$ cat config.mk
export PLATFORM = sky130hd
export DESIGN_NAME = led_cmd_reg_flat
export DESIGN_NICKNAME = d
export VERILOG_FILES = /design/src/rtl/led_cmd_reg_pkg.sv /design/src/rtl/led_cmd_reg_if.sv /design/src/rtl/led_cmd_reg_edge_pulse.sv /design/src/rtl/led_cmd_reg.sv /design/src/flat_wrapper.sv
export SDC_FILE = /design/constraint.sdc
export NUM_CORES = 1
export LEC_CHECK = 0
export ABC_AREA = 0
export BUFFER_PORTS_ARGS = -buffer_cell sky130_fd_sc_hd__buf_2
export CORE_MARGIN = 2
export CORE_UTILIZATION = 29
export DETAILED_ROUTE_END_ITERATION = 10
export MAX_ROUTING_LAYER = met4
export PLACE_DENSITY = 0.48
export SYNTH_ARGS = -nofsm -noshare
export SYNTH_HDL_FRONTEND = slang
export SYNTH_HIERARCHICAL = 1
export SYNTH_SLANG_ARGS = --single-unit
export TNS_END_PERCENT = 1
$ cat constraint.sdc
create_clock -name clk_50M -period 5.7 [get_ports clk_50M]
set_clock_uncertainty 0.05 [all_clocks]
set_input_delay 0.285 -clock clk_50M [delete_from_list [all_inputs] [get_ports clk_50M]]
set_output_delay 0.285 -clock clk_50M [all_outputs]
set_load 0.005 [all_outputs]
$ cat src/rtl/led_cmd_reg_pkg.sv
// Shared definitions for the LED command register: command encoding,
// auto-rotate state encoding and rotate-direction constants.
package ledcmd_pkg;

    typedef enum logic [2:0] {
        CMD_NONE  = 3'd0,
        CMD_LOAD  = 3'd1,
        CMD_ARITH = 3'd2,
        CMD_ROT   = 3'd3,
        CMD_AUTO  = 3'd4
    } cmd_e;

    typedef enum logic {
        AUTO_IDLE = 1'b0,
        AUTO_RUN  = 1'b1
    } auto_state_e;

    localparam logic DIR_RIGHT = 1'b0;
    localparam logic DIR_LEFT  = 1'b1;

endpackage

$ cat src/rtl/led_cmd_reg_if.sv
// Board-side bundle of the LED command register: switch operand, debounced
// button levels and mode inputs in, LED value and carry flag out.
interface led_cmd_reg_if #(
    parameter int WIDTH = 8
);
    logic [WIDTH-1:0] swi;
    logic             btn_load;
    logic             btn_rot;
    logic             btn_add;
    logic             dir;
    logic             sub;
    logic             auto_en;
    logic [WIDTH-1:0] led;
    logic             carry;

    modport master (
        output swi, btn_load, btn_rot, btn_add, dir, sub, auto_en,
        input  led, carry
    );

    modport slave (
        input  swi, btn_load, btn_rot, btn_add, dir, sub, auto_en,
        output led, carry
    );
endinterface

$ cat src/rtl/led_cmd_reg_edge_pulse.sv
// Rising-edge detector for one debounced button level. prev resets to 1 so a
// button already held when reset releases does not produce a pulse.
module edge_pulse (
    input  logic clk_50M,
    input  logic rst,
    input  logic level,
    output logic pulse
);
    logic prev_q;
    logic prev_d;

    always_comb begin
        prev_d = level;
    end

    always_ff @(posedge clk_50M or posedge rst) begin
        if (rst) begin
            prev_q <= 1'b1;
        end else begin
            prev_q <= prev_d;
        end
    end

    assign pulse = level & ~prev_q;
endmodule

$ cat src/rtl/led_cmd_reg.sv
// LED register executing one load / add-sub / rotate command per button press.
// Define LEDCMD_AUTO_EN to compile in the timer-driven auto-rotate mode.
module led_cmd_reg
    import ledcmd_pkg::*;
#(
    parameter int               WIDTH    = 8,
    parameter int               ROT_STEP = 1,
    parameter int               AUTO_DIV = 25_000_000,
    parameter logic [WIDTH-1:0] RST_VAL  = '0
) (
    input  logic         clk_50M,
    input  logic         rst,
    led_cmd_reg_if.slave bus
);
    localparam int BTN_LOAD = 0;
    localparam int BTN_ROT  = 1;
    localparam int BTN_ADD  = 2;

    logic [2:0]       btn_level;
    logic [2:0]       btn_pulse;
    logic             tick;
    cmd_e             cmd;
    logic [WIDTH-1:0] led_q,   led_d;
    logic             carry_q, carry_d;
    logic [WIDTH-1:0] rot_val;
    logic [WIDTH:0]   sum_val;
    logic [WIDTH:0]   diff_val;

    assign btn_level = {bus.btn_add, bus.btn_rot, bus.btn_load};

    for (genvar gi = 0; gi < 3; gi++) begin : g_edge
        edge_pulse u_edge (
            .clk_50M (clk_50M),
            .rst     (rst),
            .level   (btn_level[gi]),
            .pulse   (btn_pulse[gi])
        );
    end

`ifdef LEDCMD_AUTO_EN
    localparam int PW = $clog2(AUTO_DIV);

    auto_state_e   state_q, state_d;
    logic [PW-1:0] presc_q, presc_d;

    always_comb begin
        state_d = state_q;
        presc_d = presc_q;
        tick    = 1'b0;
        case (state_q)
            AUTO_IDLE: begin
                presc_d = '0;
                if (bus.auto_en) state_d = AUTO_RUN;
            end
            AUTO_RUN: begin
                // Terminal count always wraps, even if a manual command steals the tick.
                if (presc_q == PW'(AUTO_DIV - 1)) begin
                    tick    = 1'b1;
                    presc_d = '0;
                end else begin
                    presc_d = presc_q + PW'(1);
                end
                if (!bus.auto_en) begin
                    state_d = AUTO_IDLE;
                    presc_d = '0;
                end
            end
            default: begin
                state_d = AUTO_IDLE;
                presc_d = '0;
            end
        endcase
    end

    always_ff @(posedge clk_50M or posedge rst) begin
        if (rst) begin
            state_q <= AUTO_IDLE;
            presc_q <= '0;
        end else begin
            state_q <= state_d;
            presc_q <= presc_d;
        end
    end
`else
    logic [32:0] unused_auto;
    assign unused_auto = {bus.auto_en, 32'(AUTO_DIV)};
    assign tick        = 1'b0;
`endif

    always_comb begin
        if (btn_pulse[BTN_LOAD])     cmd = CMD_LOAD;
        else if (btn_pulse[BTN_ADD]) cmd = CMD_ARITH;
        else if (btn_pulse[BTN_ROT]) cmd = CMD_ROT;
        else if (tick)               cmd = CMD_AUTO;
        else                         cmd = CMD_NONE;
    end

    always_comb begin
        if (bus.dir == DIR_LEFT) begin
            rot_val = {led_q[WIDTH-1-ROT_STEP:0], led_q[WIDTH-1:WIDTH-ROT_STEP]};
        end else begin
            rot_val = {led_q[ROT_STEP-1:0], led_q[WIDTH-1:ROT_STEP]};
        end
    end

    // The extra MSB of the difference is the borrow, set exactly when swi > led.
    assign sum_val  = {1'b0, led_q} + {1'b0, bus.swi};
    assign diff_val = {1'b0, led_q} - {1'b0, bus.swi};

    always_comb begin
        led_d   = led_q;
        carry_d = carry_q;
        case (cmd)
            CMD_LOAD:  led_d = bus.swi;
            CMD_ARITH: {carry_d, led_d} = bus.sub ? diff_val : sum_val;
            CMD_ROT,
            CMD_AUTO:  led_d = rot_val;
            default:   ;
        endcase
    end

    always_ff @(posedge clk_50M or posedge rst) begin
        if (rst) begin
            led_q   <= RST_VAL;
            carry_q <= 1'b0;
        end else begin
            led_q   <= led_d;
            carry_q <= carry_d;
        end
    end

    assign bus.led   = led_q;
    assign bus.carry = carry_q;
endmodule

$ cat src/flat_wrapper.sv
// flat-port wrapper written by rule: the top's interface ports become plain ports
module led_cmd_reg_flat import ledcmd_pkg::*;
#(
    parameter int               WIDTH    = 8,
    parameter int               ROT_STEP = 1,
    parameter int               AUTO_DIV = 25_000_000,
    parameter logic [WIDTH-1:0] RST_VAL  = '0
)
  (clk_50M, rst, bus_swi, bus_btn_load, bus_btn_rot, bus_btn_add, bus_dir, bus_sub, bus_auto_en, bus_led, bus_carry);
  led_cmd_reg_if #(.WIDTH(WIDTH)) bus_i ();
  input  logic clk_50M;
  input  logic rst;
  input wire logic [$bits(bus_i.swi)-1:0] bus_swi;
  input wire logic [$bits(bus_i.btn_load)-1:0] bus_btn_load;
  input wire logic [$bits(bus_i.btn_rot)-1:0] bus_btn_rot;
  input wire logic [$bits(bus_i.btn_add)-1:0] bus_btn_add;
  input wire logic [$bits(bus_i.dir)-1:0] bus_dir;
  input wire logic [$bits(bus_i.sub)-1:0] bus_sub;
  input wire logic [$bits(bus_i.auto_en)-1:0] bus_auto_en;
  output wire logic [$bits(bus_i.led)-1:0] bus_led;
  output wire logic [$bits(bus_i.carry)-1:0] bus_carry;
  assign bus_i.swi = bus_swi;
  assign bus_i.btn_load = bus_btn_load;
  assign bus_i.btn_rot = bus_btn_rot;
  assign bus_i.btn_add = bus_btn_add;
  assign bus_i.dir = bus_dir;
  assign bus_i.sub = bus_sub;
  assign bus_i.auto_en = bus_auto_en;
  assign bus_led = bus_i.led;
  assign bus_carry = bus_i.carry;
  led_cmd_reg #(.WIDTH(WIDTH), .ROT_STEP(ROT_STEP), .AUTO_DIV(AUTO_DIV), .RST_VAL(RST_VAL)) u_core (.clk_50M(clk_50M), .rst(rst), .bus(bus_i));
endmodule
=== Yosys cells after proc, flatten, opt, wreduce, memory -nomap -nowiden ===
Cells that the tools add are included.

* Add/sub/neg operators: 2
* Bitwise logic cells: 6
* Muxes and demuxes: 6
* Reduce and logical (&&, ||, !) cells: 2
* Equal/unequal tests: 4

{| class="wikitable"
|+ Operator list
! operator !! count
|-
| $pmux W8 S3 || 1
|-
| $add A8 B8 Y9 || 1
|-
| $mux W9 || 1
|-
| $sub A8 B8 Y9 || 1
|-
| $mux W8 || 1
|-
| $eq A3 B2 Y1 const B || 2
|-
| $mux W3 || 2
|-
| $and A1 B1 Y1 || 3
|-
| $eq A3 B1 Y1 const B || 1
|-
| $eq A3 B3 Y1 const B || 1
|-
| $not A1 Y1 || 3
|-
| $reduce_bool A3 Y1 || 1
|-
| $mux W2 || 1
|-
| $reduce_or A2 Y1 || 1
|}

* Logic and storage cells: 25
* Bits in registers: 12
* Output and inout bits: 9

=== Logic depth before layout (Yosys ltp) ===
* Depth in word-level cells: 8
* Mapped depth: 10
* Depth with buffers taken out: 10

=== Modules after synthesis ===
The synthesis kept the hierarchy.

{| class="wikitable"
|+ Modules (own cells, without submodules)
! module !! cells each !! area an instance (µm²) !! instances !! seq. area each (µm²)
|-
| led_cmd_reg || 141 || 1116.1 || 1 || 225.2
|-
| edge_pulse || 3 || 43.8 || 3 || 26.3
|}

=== Worst setup path after synthesis ===
Ideal clock, no wire load.

* Path type: input -> register
* Start: in bus_swi[4]
* End: reg u_core.carry_q (netlist: u_core/bus.carry)
* Path slack: 3.368 ns
* Library setup time: 0.125 ns
* Buffers on the path: 0
* Arrival: 2.157 ns
* Data required time: 5.525 ns
* Cell stages on the path: 10
* Path through: or3_4 nor2_1 a21oi_1 xnor2_1 ha_1 or2_2 a21oi_1 a31oi_2 xnor2_1 mux2_4

* Longest elaborated chain between the ends: 2

{| class="wikitable"
|+ Ends and longest elaborated chain
! what !! RTL line !! text
|-
| start: declaration || flat_wrapper.sv:13 || <nowiki>input wire logic [$bits(bus_i.swi)-1:0] bus_swi;</nowiki>
|-
| $add A8 B8 Y9 or $sub A8 B8 Y9 (tied branches) || led_cmd_reg.sv:107, led_cmd_reg.sv:108 ||
|-
| $mux W9 * || led_cmd_reg.sv:115 || <nowiki>CMD_ARITH: {carry_d, led_d} = bus.sub ? diff_val : sum_val;</nowiki>
|-
| end signal: assignment || led_cmd_reg.sv:128 || <nowiki>carry_q <= carry_d;</nowiki>
|-
| end: declaration || led_cmd_reg.sv:24 || <nowiki>logic carry_q, carry_d;</nowiki>
|}

Mark *: on every way between the ends. The rest lies on a longest branch, timed or not.
A chain may end at the register's enable or synchronous reset.

=== Worst setup path after layout ===
Ends and elaborated chain as after synthesis.

==> flow_summary_export.csv <==
group,metric,value,unit
run_status,status,"finished, final reports clean",
drt,vias_per_cell,5.18,
floorplan,num_rows,23,
power,seqPwrFrac,30.7,%
power,power,0.000416,W
global_route,grt-ovfl-total,0,
synth,syn_avg_cell_area,8.32,um2
sta,slew_headroom,55.5,%
floorplan,die_height,69.6,um
sta,hold_ws,0.100,ns
sta,maxSlewViolCount,0,
job,maxCapViolCount,0,
drt,detail-route-antenna-nets,0,
sta,setup-tns-final,0,ns
synth,synth.cell_area,1250,um2
floorplan,core,4060,um2
setup_path,cp.arrival,2.49,ns
clocking,cts-root-buf,"clkbuf_8",
synth,syn_nets,176,
drt,drcViolationCount,0,
sta,min_period,2.41,ns
sta,max_slew.worst_pin.slew,0.651,ns
setup_path,critPathMaxFanout,7,
drt,detail_route.wl_per_cell,14.7,um
sta,hold_viol_final,0,
global_route,antenna_found_initial,0,
drt,dr.first_iter.drc_count,50,
placed_design,gp_congestion,0.818,
synth,synth_cells,150,
synth,ys_async_sr_fraction,100,%
sta,rsz0062_at_grt,"no",
setup_path,path_class,"in2reg",
clocking,clkSinkCount,12,
synth,yosysSeqAreaShare,24.4,%
global_route,grt_usage,14.7,%
clocking,holdBufCountCts,1,
min_path,hold_class,"in2reg",
placed_design,numPortBuffers,23,
synth,synth_flop_cell,"dfrtp_1",
drt,wirelength,3.25,mm
power,ir_drop,0.0000835,V
drt,vias,1144,
synth,ys_types,41,
global_route,grt_pass1_vias,1159,
floorplan,fp.dieW,69.6,um
clocking,clk_path_buf_depth,2,
setup_path,worst_setup_path_end_kind,"flop",
synth,synth_edf_count,0,
final_layout,final_util,35.7,%
final_layout,nets,198,
final_layout,final_common_cell,"buf_2",
clocking,htree_levels,1,
global_route,grt_pass1_wl,5.53,mm
clocking,clk_latency,0.24,ns
power,p_int,0.000251,W
sta,setup_viol,0,
global_route,grt_max_degree,23,
final_layout,n_antenna_cell,0,
clocking,cts_resized,0,
drt,firstDrtPassIters,4,
final_layout,mostFrequentLayoutCells,"buf_2, nor2_1, inv_1, a21oi_1",
clocking,clk_pin_slew,0.05,ns
final_layout,area_delta_synth_final,16.1,%
clocking,cts_buffers,3,
power,switching_share,39.7,%
power,p_comb_share,49.4,%
floorplan,dieArea,4840,um2
final_layout,finalNonFillerCells,221,
placed_design,dp_hpwl,2.53,mm
power,powerDensity,287,nW/um2
sta,max_freq,415,MHz
setup_path,start_kind,"input port",
final_layout,drive_gt1_share,22.8,%
floorplan,ioPinCount,25,
placed_design,place_inst,216,
synth,synth_warnings,6,
floorplan,initial_core_util,30.7,%
setup_path,required,5.78,ns
power,p_sw,0.000165,W
power,p_leak,0.649,nW
clocking,postCtsSetupBuffers,0,
synth,ys_ff_latch,12,
power,p_clk_share,19.8,%
sta,min_period_over_period,42.3,%
clocking,cts_tree,"done",
-- kinds of logic after synthesis --
family | synth area share, %
simple gates | 25.6
compound gates | 19.9
buf+inv | 6.12
flops | 24.4
mux | 8.53
fa+ha+maj | 10.6
xor+xnor | 4.91
-- per-layer routing --
metal	GRT usage [%]	part of all wire (%)
met3	2.47	6.5
met4	6.10	0
met1	19.2	48
met5	-	0
met2	22.3	45
-- power groups by stage --
stage                     combinational (W)  sequential, W  clock [W]
final                              0.000206       0.000128  0.0000824
after CTS                          0.000205       0.000128  0.0000869
after detailed placement           0.000204       0.000130          0
after global routing               0.000232       0.000131  0.0000916
after floorplan                    0.000148       0.000124          0
after global placement             0.000200       0.000130          0
-- registers in the layout (all words and copies together) (netlist names) --
register	flops
u_core/bus.led	8
u_core/g_edge.u_edge/prev_q	3
u_core/bus.carry	1
-- layout make-up --
class                      instances  area [um2]
fill                             420        2610
multi-input combinational        119         867
sequential                        12         304
timing repair buffer              24         125
tap                               50        62.6
clock buffer                       4        45.0
inverter                          12        45.0
-- Yosys cell counts, drive strengths merged (2+ instances only) --
master  number  share of area (%)
o211ai       3                1.8
nand2        9                2.7
nor2b        8                5.8
inv         12                3.6
xnor2        7                4.9
o21ai        6                2.4
nand4b       2                1.4
mux2         2                2.1
dfstp        3                6.3
nor3         7                3.7
a31oi        4                2.5
nor2        16                4.8
dfrtp        9                 18
mux2i        8                6.4
a211oi       6                3.6
buf          2                1.0
o31a         2                1.4
clkbuf       5                1.5
o21a         2                1.2
ha           9                9.0
nor4         2                1.0
a21oi       11                4.4
nand2b       3                1.5
-- worst paths after layout --
check / depth (start not counted) / slack [ns] / from / endpoint
setup / recovery: 10 / 3.29 / bus_swi[4] / u_core/bus.carry
hold / removal: 1 / 0.10 / bus_btn_add / u_core/g_edge[2].u_edge/prev_q
setup reg to reg: 8 / 3.49 / u_core/bus.led[0] / u_core/bus.led[4]
hold reg to reg: 1 / 0.46 / u_core/bus.carry / u_core/bus.carry
max in group asynchronous: 3 / 4.76 / rst / u_core/bus.carry
min in group asynchronous: 3 / 0.55 / rst / u_core/bus.led[4]
-- stage by stage --
stage,cell area (um2),worst slack [ns]
detailed placement,1390,3.05
global route,1450,3.17
finish,1450,3.29
CTS,1450,3.31
global placement,1390,3.06
floorplan,1250,3.37
-- critical path, stage by stage --
cell,delay [ns]
buf_2,0.12
or3_4,0.41
nor3_1,0.15
nor2_1,0.07
xnor2_1,0.12
ha_1,0.36
a21oi_1,0.40
a31oi_2,0.16
xnor2_1,0.15
mux2_4,0.25
(Power assumes the default switching activity.)
